[config.mk]
export PLATFORM = sky130hd
export DESIGN_NAME = pong_game_core
export DESIGN_NICKNAME = d
export VERILOG_FILES = /design/src/rtl/pong_pkg.sv /design/src/rtl/pong_tick_gen.sv /design/src/rtl/pong_game_core.sv
export SDC_FILE = /design/constraint.sdc
export NUM_CORES = 1
export LEC_CHECK = 0
export CORE_MARGIN = 8
export CORE_UTILIZATION = 30
export CTS_CLUSTER_SIZE = 30
export DETAILED_ROUTE_END_ITERATION = 10
export MAX_ROUTING_LAYER = met4
export PLACE_DENSITY = 0.5
export SLEW_MARGIN = 20
export SYNTH_ARGS = -nofsm -noshare
export SYNTH_HDL_FRONTEND = slang
export SYNTH_SLANG_ARGS = --single-unit
[constraint.sdc]
create_clock -name clk -period 5.1 [get_ports clk]
set_clock_uncertainty 0.2 [all_clocks]
set_input_delay 0.765 -clock clk [delete_from_list [all_inputs] [get_ports clk]]
set_output_delay 0.765 -clock clk [all_outputs]
set_load 0.02 [all_outputs]
[src/rtl/pong_pkg.sv]
`default_nettype none
//------------------------------------------------------------------------------
// pong_pkg - FSM state codes, ball directions and clog2 helper.  Rev 1.0
//------------------------------------------------------------------------------
package pong_pkg;

  typedef enum logic [2:0] {
    S_IDLE  = 3'd0,
    S_RALLY = 3'd1,
    S_SHOW  = 3'd2,
    S_SERVE = 3'd3,
    S_END   = 3'd4
  } state_t;

  localparam logic LEFTWARD  = 1'b1;
  localparam logic RIGHTWARD = 1'b0;

  function automatic int clog2(input longint value);
    int     bits;
    longint rem;
    bits = 0;
    rem  = value - 1;
    while (rem > 0) begin
      bits = bits + 1;
      rem  = rem >>> 1;
    end
    return bits;
  endfunction

endpackage
`default_nettype wire

[src/rtl/pong_tick_gen.sv]
`default_nettype none
//------------------------------------------------------------------------------
// pong_tick_gen - ball-step counter, pulses on terminal count.  Rev 1.0
//------------------------------------------------------------------------------
module pong_tick_gen #(
  parameter int CNT_W = 25
) (
  input  logic             clk,
  input  logic             rst,
  input  logic             clear,
  input  logic [CNT_W-1:0] period,
  output logic             tick
);

  logic [CNT_W-1:0] count;
  logic             last;

  // >= keeps the counter bounded if the period shrinks below the current count
  assign last = (count >= (period - CNT_W'(1)));
  assign tick = last;

  always_ff @(posedge clk) begin
    if (!rst) begin
      count <= '0;
    end else if (clear || last) begin
      count <= '0;
    end else begin
      count <= count + CNT_W'(1);
    end
  end

endmodule
`default_nettype wire

[src/rtl/pong_game_core.sv]
`default_nettype none
//------------------------------------------------------------------------------
// pong_game_core - two-player LED ping-pong core; SPEEDUP_EN shortens the ball
// period on every return.  Rev 1.0
//------------------------------------------------------------------------------
module pong_game_core
  import pong_pkg::*;
#(
  parameter int N_LED      = 8,
  parameter int SCORE_W    = 4,
  parameter int WIN_SCORE  = 9,
  parameter int TICK_DIV   = 25000000,
  parameter int SHOW_TICKS = 4
) (
  input  logic               clk,
  input  logic               rst,
  input  logic               sw_r,
  input  logic               sw_l,
  output logic [N_LED-1:0]   led,
  output logic [2:0]         state,
  output logic [SCORE_W-1:0] score_r,
  output logic [SCORE_W-1:0] score_l,
  output logic               point_r,
  output logic               point_l,
  output logic               match_over,
  output logic               winner_l
);

  localparam int POS_W = clog2(N_LED);
  localparam int PER_W = clog2(TICK_DIV + 1);
  localparam int SHW_W = (SHOW_TICKS > 1) ? clog2(SHOW_TICKS) : 1;

  localparam logic [POS_W-1:0]   POS_LAST  = POS_W'(N_LED - 1);
  localparam logic [SCORE_W-1:0] WIN       = SCORE_W'(WIN_SCORE);
  localparam logic [SHW_W-1:0]   SHOW_LAST = SHW_W'(SHOW_TICKS - 1);
  localparam logic [N_LED-1:0]   ONE_HOT0  = N_LED'(1);

  state_t             cur_st, nxt_st;
  logic [POS_W-1:0]   pos, pos_n;
  logic               dir, dir_n;
  logic               server_l, server_n;
  logic               blink, blink_n;
  logic [SHW_W-1:0]   show_cnt, show_cnt_n;
  logic [SCORE_W-1:0] score_r_n, score_l_n;
  logic               point_r_n, point_l_n, winner_n;
  logic               sw_r_d, sw_l_d;
  logic               press_r, press_l, recv_press, at_end;
  logic               launch, launch_l, hit, scored, scorer_l;
  logic               tick, clear;
  logic [PER_W-1:0]   period;
  logic [N_LED-1:0]   score_bar;

  assign press_r = sw_r & ~sw_r_d;
  assign press_l = sw_l & ~sw_l_d;
  assign clear   = launch | hit | scored;

`ifdef SPEEDUP_EN
  localparam logic [PER_W-1:0] PER_MAX = PER_W'(TICK_DIV);
  localparam logic [PER_W-1:0] PER_MIN = PER_W'(TICK_DIV >> 2);

  logic [PER_W-1:0] period_n, period_dec;

  assign period_dec = period - (period >> 3);

  always_comb begin
    period_n = period;
    if (scored) begin
      period_n = PER_MAX;
    end else if (hit) begin
      period_n = (period_dec < PER_MIN) ? PER_MIN : period_dec;
    end
  end

  always_ff @(posedge clk) begin
    if (!rst) begin
      period <= PER_MAX;
    end else begin
      period <= period_n;
    end
  end
`else
  assign period = PER_W'(TICK_DIV);
`endif

  pong_tick_gen #(
    .CNT_W (PER_W)
  ) u_tick_gen (
    .clk    (clk),
    .rst    (rst),
    .clear  (clear),
    .period (period),
    .tick   (tick)
  );

  always_comb begin
    nxt_st     = cur_st;
    pos_n      = pos;
    dir_n      = dir;
    server_n   = server_l;
    blink_n    = blink;
    show_cnt_n = show_cnt;
    score_r_n  = score_r;
    score_l_n  = score_l;
    point_r_n  = 1'b0;
    point_l_n  = 1'b0;
    winner_n   = winner_l;
    launch     = 1'b0;
    launch_l   = 1'b0;
    hit        = 1'b0;
    scored     = 1'b0;
    scorer_l   = 1'b0;
    // the receiver is whoever the ball is heading toward
    recv_press = (dir == LEFTWARD) ? press_l : press_r;
    at_end     = (dir == LEFTWARD) ? (pos == POS_LAST) : (pos == '0);

    case (cur_st)
      S_IDLE: begin
        if (press_r) begin
          launch = 1'b1;
        end else if (press_l) begin
          launch   = 1'b1;
          launch_l = 1'b1;
        end
      end
      S_RALLY: begin
        if (recv_press) begin
          if (at_end) begin
            hit   = 1'b1;
            dir_n = ~dir;
          end else begin
            scored   = 1'b1;
            scorer_l = (dir == RIGHTWARD);
          end
        end else if (tick) begin
          if (at_end) begin
            scored   = 1'b1;
            scorer_l = (dir == RIGHTWARD);
          end else begin
            pos_n = (dir == LEFTWARD) ? pos + POS_W'(1) : pos - POS_W'(1);
          end
        end
      end
      S_SHOW: begin
        if (tick) begin
          if (show_cnt == SHOW_LAST) begin
            nxt_st     = S_SERVE;
            show_cnt_n = '0;
          end else begin
            show_cnt_n = show_cnt + SHW_W'(1);
          end
        end
      end
      S_SERVE: begin
        if (server_l ? press_l : press_r) begin
          launch   = 1'b1;
          launch_l = server_l;
        end
      end
      S_END: begin
        if (tick) begin
          blink_n = ~blink;
        end
        if (press_r || press_l) begin
          nxt_st    = S_IDLE;
          score_r_n = '0;
          score_l_n = '0;
          winner_n  = 1'b0;
          blink_n   = 1'b0;
        end
      end
      default: nxt_st = S_IDLE;
    endcase

    if (launch) begin
      nxt_st = S_RALLY;
      pos_n  = launch_l ? POS_LAST : '0;
      dir_n  = launch_l ? RIGHTWARD : LEFTWARD;
    end

    if (scored) begin
      server_n   = scorer_l;
      show_cnt_n = '0;
      blink_n    = 1'b0;
      if (scorer_l) begin
        score_l_n = score_l + SCORE_W'(1);
        point_l_n = 1'b1;
      end else begin
        score_r_n = score_r + SCORE_W'(1);
        point_r_n = 1'b1;
      end
      if ((scorer_l ? score_l_n : score_r_n) == WIN) begin
        nxt_st   = S_END;
        winner_n = scorer_l;
      end else begin
        nxt_st = S_SHOW;
      end
    end
  end

  always_ff @(posedge clk) begin
    if (!rst) begin
      cur_st   <= S_IDLE;
      pos      <= '0;
      dir      <= RIGHTWARD;
      server_l <= 1'b0;
      blink    <= 1'b0;
      show_cnt <= '0;
      score_r  <= '0;
      score_l  <= '0;
      point_r  <= 1'b0;
      point_l  <= 1'b0;
      winner_l <= 1'b0;
      sw_r_d   <= 1'b0;
      sw_l_d   <= 1'b0;
    end else begin
      cur_st   <= nxt_st;
      pos      <= pos_n;
      dir      <= dir_n;
      server_l <= server_n;
      blink    <= blink_n;
      show_cnt <= show_cnt_n;
      score_r  <= score_r_n;
      score_l  <= score_l_n;
      point_r  <= point_r_n;
      point_l  <= point_l_n;
      winner_l <= winner_n;
      sw_r_d   <= sw_r;
      sw_l_d   <= sw_l;
    end
  end

  always_comb begin
    score_bar                      = '0;
    score_bar[SCORE_W-1:0]         = score_r;
    score_bar[2*SCORE_W-1:SCORE_W] = score_l;
    led                            = '0;
    case (cur_st)
      S_RALLY: led = ONE_HOT0 << pos;
      S_SHOW:  led = score_bar;
      S_SERVE: led = server_l ? (ONE_HOT0 << POS_LAST) : ONE_HOT0;
      S_END: begin
        led = score_bar;
        if (blink) begin
          if (winner_l) begin
            led[2*SCORE_W-1:SCORE_W] = '0;
          end else begin
            led[SCORE_W-1:0] = '0;
          end
        end
      end
      default: led = '0;
    endcase
  end

  assign state      = cur_st;
  assign match_over = (cur_st == S_END);

endmodule
`default_nettype wire

**Word-level counts from Yosys, hierarchy flattened**

Cells that the tools add are included.
Widths: inputs -> output; s select.

- $add $sub $neg: 6
- Magnitude comparators: 1
- Equal/unequal tests: 13
- Shifts and indexed selects: 1
- Mux-type cells: 66
- Bitwise gates (word level): 9
- Reductions and logical operators: 18

Operators with widths:

| operator | number |
|---|---|
| $mux 4 | 13 |
| $mux 3 | 13 |
| $mux 1 | 33 |
| $pmux 8 s4 | 1 |
| $add 25x1->25 const B | 1 |
| $ge 25x25->1 const B | 1 |
| $mux 8 | 2 |
| $reduce_bool 2->1 | 5 |
| $pmux 3 s3 | 1 |
| $add 4x1->4 const B | 2 |
| $reduce_and 4->1 | 2 |
| $shl 1x3->8 const A | 1 |
| $eq 3x2->1 const B | 2 |
| $eq 3x3->1 const B | 2 |
| $logic_not 3->1 | 2 |
| $reduce_and 2->1 | 3 |
| $not 1->1 | 5 |
| $eq 4x4->1 const B | 1 |
| $ne 2x1->1 const B | 2 |
| $ne 4x1->1 const B | 1 |
| $ne 4x3->1 const B | 1 |
| $ne 4x4->1 const B | 1 |
| $pmux 1 s2 | 2 |
| $reduce_or 2->1 | 2 |
| other kinds (12) | 15 |

- Register bits after elaboration: 49
- Input bits: 4
- Output and inout port bits: 23
- Word-level logic and storage cells: 128

**Logic depth before layout (Yosys ltp)**

Gate-level depths: netlist of run 1.

- Depth after elaboration: 12
- Gate-level depth with buffers: 9

**Modules after synthesis**

A second synthesis of run 1 with hierarchy kept.

- Cell total of the unflattened synthesis: 448
- Area, all modules: 3,706.1 µm²

Modules (own cells, without submodules):

| module | times used | cells each | area an instance (µm²) | sequential area each (µm²) |
|---|---|---|---|---|
| pong_tick_gen | 1 | 259 | 2,134.5 | 500.5 |
| pong_game_core | 1 | 189 | 1,571.5 | 480.5 |

**Worst setup path before layout of run 1**

No wires, ideal clock.

- Path type: in2reg
- Start: input sw_r
- End: register score_r[0]
- Arrival time: 2.132 ns
- Required time: 4.785 ns
- Slack: 2.654 ns
- Cell stages on the path: 7
- Path buffers: 1
- Cells stage by stage: nand2b_1 -> mux2_2 -> xor2_1 -> a211o_2 -> buf_2 -> and3_1 -> o21a_1

- Word-level cells in the longest chain between the ends: 7
- Elaborated cells on any way between the ends: 12

RTL lines:

| element | RTL line | text |
|---|---|---|
| start, declared | pong_game_core.sv:17 | `input logic sw_r,` |
| $and 1x1->1 (*) | pong_game_core.sv:53 | `assign press_r = sw_r & ~sw_r_d;` |
| $mux 1 or $logic_or 1x1->1 (tied branches) | pong_game_core.sv:113, pong_game_core.sv:163 |  |
| $mux 1 or $mux 4 (tied branches) | pong_game_core.sv:126, pong_game_core.sv:163 |  |
| $mux 1 or $mux 4 (tied branches) | pong_game_core.sv:116 | `case (cur_st)` |
| $mux 4 | pong_game_core.sv:184 | `if (scorer_l) begin` |
| $mux 4 | pong_game_core.sv:180 | `if (scored) begin` |
| $mux 4 (*) | pong_game_core.sv:180 |  |
| end signal, assigned | pong_game_core.sv:222 | `score_r <= score_r_n;` |
| end, declared | pong_game_core.sv:21 | `output logic [SCORE_W-1:0] score_r,` |

Every way passes the cells marked *; elsewhere a longest branch is shown, timed or not. The select of a mux whose other input is x is not followed.
A chain may end at the register's enable or synchronous reset.

**Worst setup path in the final report of run 1**

- Start: register cur_st[0], in the netlist state[0]
- End: output led[7]

- Word-level cells in the longest chain between the ends: 2
- Elaborated cells on any way between the ends: 5

RTL lines:

| element | RTL line | text |
|---|---|---|
| start, declared | pong_game_core.sv:38 | `state_t cur_st, nxt_st;` |
| start signal, assigned | pong_game_core.sv:216 | `cur_st <= nxt_st;` |
| $eq 3x3->1, or another cell as far along | pong_game_core.sv:237 | `case (cur_st)` |
| $pmux 8 s4 (*) | pong_game_core.sv:237 |  |
| end, declared | pong_game_core.sv:19 | `output logic [N_LED-1:0] led,` |

Every way passes the cells marked *; elsewhere a longest branch is shown, timed or not.

==> results by group, run 1 <==
Timing
  – Final Hold Viols: 0
  – Max-slew violation count: 0
  – Final Cycle Share: 67.7%
  – Peak Freq: between 200 and 300 MHz
  – Worst slew pin tran: about 0.94 ns
  – Slew HR: 36.8%
  – Final setup viols: 0
  – Final min period: approximately 3.5 ns
  – Total negative slack: 0 ns
  – RSZ-0062 raised after global routing: false

Power
  – Power Dens Cells: about 300 nW/um2
  – Maximum vdd ir drop: 0.105 mV
  – Leak pwr: 1.10 nW

Global routing
  – Vias in the first global route: about 2200
  – Global-route wire length before repair: about 11000 um
  – Total GRT Usage: between 10% and 20%
  – Pin count of the biggest net entering global routing: 26
  – Total grt overflow: 0
  – Initial antenna violation count: 0

Synthesis
  – Ys async rst share: 0%
  – Post-synth top area share: a little over a third
  – Cell taking the most area after synthesis: dfxtp_1
  – Post-synthesis sequential area ratio: 36.5%
  – Avg Cell Area, Syn: approximately 8.5 um2
  – Syn Nets: about 330
  – EDFF count, synth: 0
  – Most used DFF post-synth: dfxtp_1
  – Largest cells by area after synthesis: dfxtp_1 36%, nor2_1 4.7%, nor2_2 4.2%
  – Yosys cell types: 56
  – Seq cells post-synth: 49
  – Synth warnings: 0
  – Mapped Cells: approximately 320
  – Post-Syn Area: roughly 2700 um2

Clock tree
  – Clk_lat worst skew: ~0.30 ns
  – CTS resizes: 0
  – H-tree depth: 2
  – Root buffer cell: clkbuf_8
  – TritonCTS clock tree: yes
  – CTS Buf Count: 5
  – Post-CTS Setup Repair Bufs: 0
  – Post-CTS Hold Fix Bufs: 0
  – Max clock buf depth: 2
  – Worst-path clk slew: 0.10 ns
  – # clock sinks: roughly 50

Finish
  – Fillers: approximately 900
  – Antenna Cells: 0
  – Most frequent cells in the layout: 49 x dfxtp_1, 34 x nor2_1, 28 x nand2_1
  – Layout Nets: roughly 350
  – Finished Cell Area: about 3100 um2
  – Layout cells sized above 1: 12.1%
  – Multi-input combinational cell area: around 1600 um2
  – Sequential standard cell area: 981 um2
  – Commonest non-fill, non-tap cell in the layout: dfxtp_1
  – Area grow syn2layout: 16.0%

Run status
  – Status: finished, final reports clean

Critical path
  – Critical-path top delay cell: dfxtp_1
  – CP Cell Sequence: nor3b_1, and2_1, nand3_1, nand3_1, clkdlybuf4s50_1
  – Critical path fanouts, max: 15
  – CP startpoint kind: register
  – Critical Setup Path Class: register to output port
  – CP arrival: around 2.5 ns
  – CP endpoint kind: output port
  – CP max stage delay: 0.64 ns
  – Crit path top cell by count: nand3_1
  – Critical Path RT: 4.14 ns

Floorplanning
  – Die area: 12200 um2
  – DIE WIDTH: roughly 110 um
  – Num rows: 34
  – Die span in y: around 110 um
  – Initial Util: 30.8%
  – Ports: 27
  – Core Box Area: roughly 8700 um2

Routing
  – Initial DRC count: around 130
  – Post-route ant nets: 0
  – Routed vias: roughly 2300
  – Final WL: about 6200 um
  – Drt first pass iters: 4
  – Vias per inst: between 5 and 6
  – DRC viols: 0
  – WL per Instance: ~14 um

Hold path
  – Hold Path Class: register to register

Placement
  – HPWL Detailed: 4590 um
  – GPL Wtd Cong: around 0.8
  – Placed Area: just over 3000 um2
  – # port buffers: 26

Flow run
  – MaxCap Viol Count: 0
Yosys cell counts, types with 5 or more instances:
| cell type | n |
|---|---|
| a22o_1 | 5 |
| and2_1 | 5 |
| nand2_1 | 28 |
| xnor2_1 | 12 |
| nor3_1 | 7 |
| nor2b_1 | 7 |
| o21ai_0 | 10 |
| xor2_1 | 12 |
| nand4_1 | 7 |
| dfxtp_1 | 49 |
| or3_1 | 6 |
| a21oi_1 | 17 |
| nand2b_1 | 6 |
| inv_1 | 7 |
| nor2_1 | 34 |
| nor2_2 | 18 |
| nand3_1 | 19 |
metrics by stage:
step / worst slack, ns / hold slack (ns) / util, % / cells / power [mW]
after floorplan: 2.65 / 0.227 / - / 318 / 0.671
after global placement: 1.89 / 0.245 / 34.8 / 446 / 0.736
after detailed placement: 1.89 / 0.249 / 34.8 / 446 / 0.734
after CTS: 1.62 / 0.270 / 35.8 / 454 / 0.967
after global routing: 1.48 / 0.285 / 35.8 / 454 / 1.02
final: 1.65 / 0.265 / 35.8 / 454 / 0.952
path summary, 6_finish.rpt:
path                             startpoint                              end  slack (ns)  cells past startpoint
max                   state[0]$_SDFFE_PN0P_                           led[7]        1.65                      5
min          u_tick_gen.count[0]$_SDFF_PP0_   u_tick_gen.count[0]$_SDFF_PP0_        0.26                      1
max reg2reg  u_tick_gen.count[0]$_SDFF_PP0_  u_tick_gen.count[20]$_SDFF_PP0_        2.55                      6
min reg2reg  u_tick_gen.count[0]$_SDFF_PP0_   u_tick_gen.count[0]$_SDFF_PP0_        0.26                      1
flip-flops by register name, indices dropped and copies added, names as in the netlist, 2 cells and up:
name              count
u_tick_gen.count     25
score_l               4
score_r               4
pos                   3
state                 3
show_cnt              2
worst max-delay path: cells and delay by family, from the launching register on:
kind	cells	cell delay, ns
buf+inv	1	0.61
simple gates	4	0.95
flops	1	0.64
power breakdown:
group	total (mW)	internal, mW	switching (mW)
Combinational	0.275	0.115	0.161
Sequential	0.450	0.404	0.0456
Clock	0.227	0.0950	0.132
Total	0.952	0.614	0.338
cell type report:
type                            instances  share of cell area [%]
Clock buffer                            5                    2.21
Clock inverter                          3                   0.562
Inverter                                8                   0.963
Multi-Input combinational cell        252                    51.4
Sequential cell                        49                    31.5
Tap cell                              108                    4.33
Timing Repair Buffer                   29                    9.07
per-layer routing:
metal | vias up | part of all wire (%) | track usage (%) | wire length [um]
met5 | - | 0 | - | 0
met4 | 0 | 0.68 | 2.61 | 42
met1 | 1081 | 53 | 13.9 | 3280
li1 | 1173 | - | - | -
met3 | 2 | 2.7 | 2.27 | 165
met2 | 21 | 44 | 15.4 | 2730
cell families after synthesis:
family	synth area share [%]
compound gates	16.4
fa+ha+maj	2.61
xor+xnor	7.82
buf+inv	3.91
simple gates	31.2
mux	1.54
flops	36.5
Power figures use the tool's default switching activity.
==> run 2: changes to the inputs <==
clock period = 3.45 ns   (was 5.1 ns; I/O delays follow)
==> results by group, run 2 (synthesized netlist as in run 1, its figures left out) <==
Critical path
  – Crit Reg-Reg Endpoint: score_l[0]$_SDFF_PN0_
  – Critical Setup Path Class: register to output port
  – Reg2Reg Setup Slack: approximately 1 ns
  – Reg2Reg Launch Point: pos[1]$_SDFFE_PN0P_
  – Register-to-Register Path Depth: 6
  – CP startpoint: state[2]$_SDFFE_PN0P_
  – Critical Path RT: 2.73 ns
  – CP endpoint kind: output port
  – CP startpoint kind: register
  – Critical path fanouts, max: 8
  – CP endpoint: led[1]
  – CP arrival: between 2 and 2.5 ns

Finish
  – Layout cells sized above 1: roughly an eighth
  – Fillers: just over 900
  – Most frequent cells in the layout: 49 x dfxtp_1, 34 x nor2_1, 28 x nand2_1
  – Post-Layout Cell Count: between 400 and 500
  – Commonest non-fill, non-tap cell in the layout: dfxtp_1
  – Largest regs: u_tick_gen.count x25, score_l x4, score_r x4
  – Layout Nets: 358
  – Max reg flops: 25
  – Antenna Cells: 0
  – Area grow syn2layout: 18.6%
  – Reg with most FFs: u_tick_gen.count

Routing
  – Post-route ant nets: 0
  – Initial DRC count: 97
  – Vias per inst: around 5
  – Routed vias: about 2300
  – Drt first pass iters: 5
  – WL per Instance: roughly 14 um
  – Final WL: 6180 um
  – DRC viols: 0

Floorplanning
  – Die span in y: approximately 110 um
  – Ports: 27
  – Initial Util: 30.8%
  – DIE WIDTH: roughly 110 um
  – Die area: roughly 12000 um2
  – Core Box Area: 8720 um2
  – Num rows: 34

Timing
  – Slew HR: around two thirds
  – Total negative slack: 0 ns
  – Final setup viols: 0
  – Worst slew pin tran: about 0.5 ns
  – Peak Freq: about 320 MHz
  – RSZ-0062 raised after global routing: false
  – Final Cycle Share: 89.9%
  – Final Hold Viols: 0
  – Max-slew violation count: 0
  – Final min period: roughly 3.1 ns

Global routing
  – Vias in the first global route: around 2200
  – Total grt overflow: 0
  – Global-route wire length before repair: about 11000 um
  – Total GRT Usage: approximately a tenth
  – Pin count of the biggest net entering global routing: 26
  – Initial antenna violation count: 0

Clock tree
  – Root buffer cell: clkbuf_8
  – Post-CTS Hold Fix Bufs: 0
  – TritonCTS clock tree: yes
  – Worst-path clk slew: roughly 0.10 ns
  – # clock sinks: just under 50
  – CTS resizes: 0
  – Max clock buf depth: 2
  – Clk_lat worst skew: around 0.30 ns
  – CTS Buf Count: 5
  – Post-CTS Setup Repair Bufs: 0
  – H-tree depth: 2

Run status
  – Status: finished, final reports clean

Flow run
  – MaxCap Viol Count: 0

Power
  – Maximum vdd ir drop: between 0.2 and 0.25 mV
  – Power Dens Cells: about 470 nW/um2
  – Leak pwr: approximately 1.1 nW

Placement
  – # port buffers: 26
  – GPL Wtd Cong: slightly above 0.8
  – HPWL Detailed: between 4000 and 5000 um
  – Inst Count DP: 450

Hold path
  – Hold Path Class: register to register
-- run 2: how the worst min path moves through the flow --
stage | start | end | slack (ns) | cells after the start
6_report | u_tick_gen.count[0]$_SDFF_PP0_ | u_tick_gen.count[0]$_SDFF_PP0_ | 0.26 | 1
5_1_grt | u_tick_gen.count[0]$_SDFF_PP0_ | u_tick_gen.count[0]$_SDFF_PP0_ | 0.29 | 1
4_1_cts | u_tick_gen.count[0]$_SDFF_PP0_ | u_tick_gen.count[0]$_SDFF_PP0_ | 0.27 | 1
3_5_place_dp | u_tick_gen.count[0]$_SDFF_PP0_ | u_tick_gen.count[0]$_SDFF_PP0_ | 0.24 | 1
3_3_place_gp | u_tick_gen.count[0]$_SDFF_PP0_ | u_tick_gen.count[0]$_SDFF_PP0_ | 0.25 | 1
2_1_floorplan | u_tick_gen.count[0]$_SDFF_PP0_ | u_tick_gen.count[0]$_SDFF_PP0_ | 0.23 | 1
-- run 2: area by class of cell --
class                   instances  area, um2  share of cell area, %
clock buffers                   5       68.8                   2.16
clock inverters                 3       46.3                   1.45
inverters                       8       30.0                  0.942
multi-input cells             252       1600                   50.3
flip-flops and latches         49        981                   30.8
well taps                     108        135                   4.24
repair buffers                 33        325                   10.2
-- run 2: metrics by stage --
step	instance area [um2]	hold slack [ns]	setup slack [ns]	total power [mW]	utilization (%)
5_1_grt	3190	0.286	0.196	1.59	36.6
3_3_place_gp	3070	0.245	0.636	1.10	35.3
4_1_cts	3190	0.269	0.349	1.52	36.6
6_report	3190	0.264	0.347	1.50	36.6
2_1_floorplan	2690	0.227	1.18	0.992	-
3_5_place_dp	3070	0.243	0.592	1.10	35.3
-- run 2: layer usage --
layer | routed length [um] | vias up | track usage (%) | share of wire [%]
met5 | 0 | - | - | 0
met4 | 30 | 0 | 1.89 | 0.49
met3 | 253 | 2 | 2.11 | 4.1
met2 | 2800 | 28 | 15.9 | 45
met1 | 3110 | 1064 | 13.8 | 50
li1 | - | 1183 | - | -
-- run 2: critical path: stages (launching register included) --
cell and delay [ns]:
dfxtp_1 0.51, inv_1 0.17, nor2_1 0.14, o21ai_0 0.10
a21oi_1 0.36, a22o_1 0.21, clkdlybuf4s50_1 0.60
-- run 2: power breakdown --
group          switching (mW)  internal [mW]
logic                   0.253          0.181
registers              0.0567          0.597
clock network           0.196          0.217
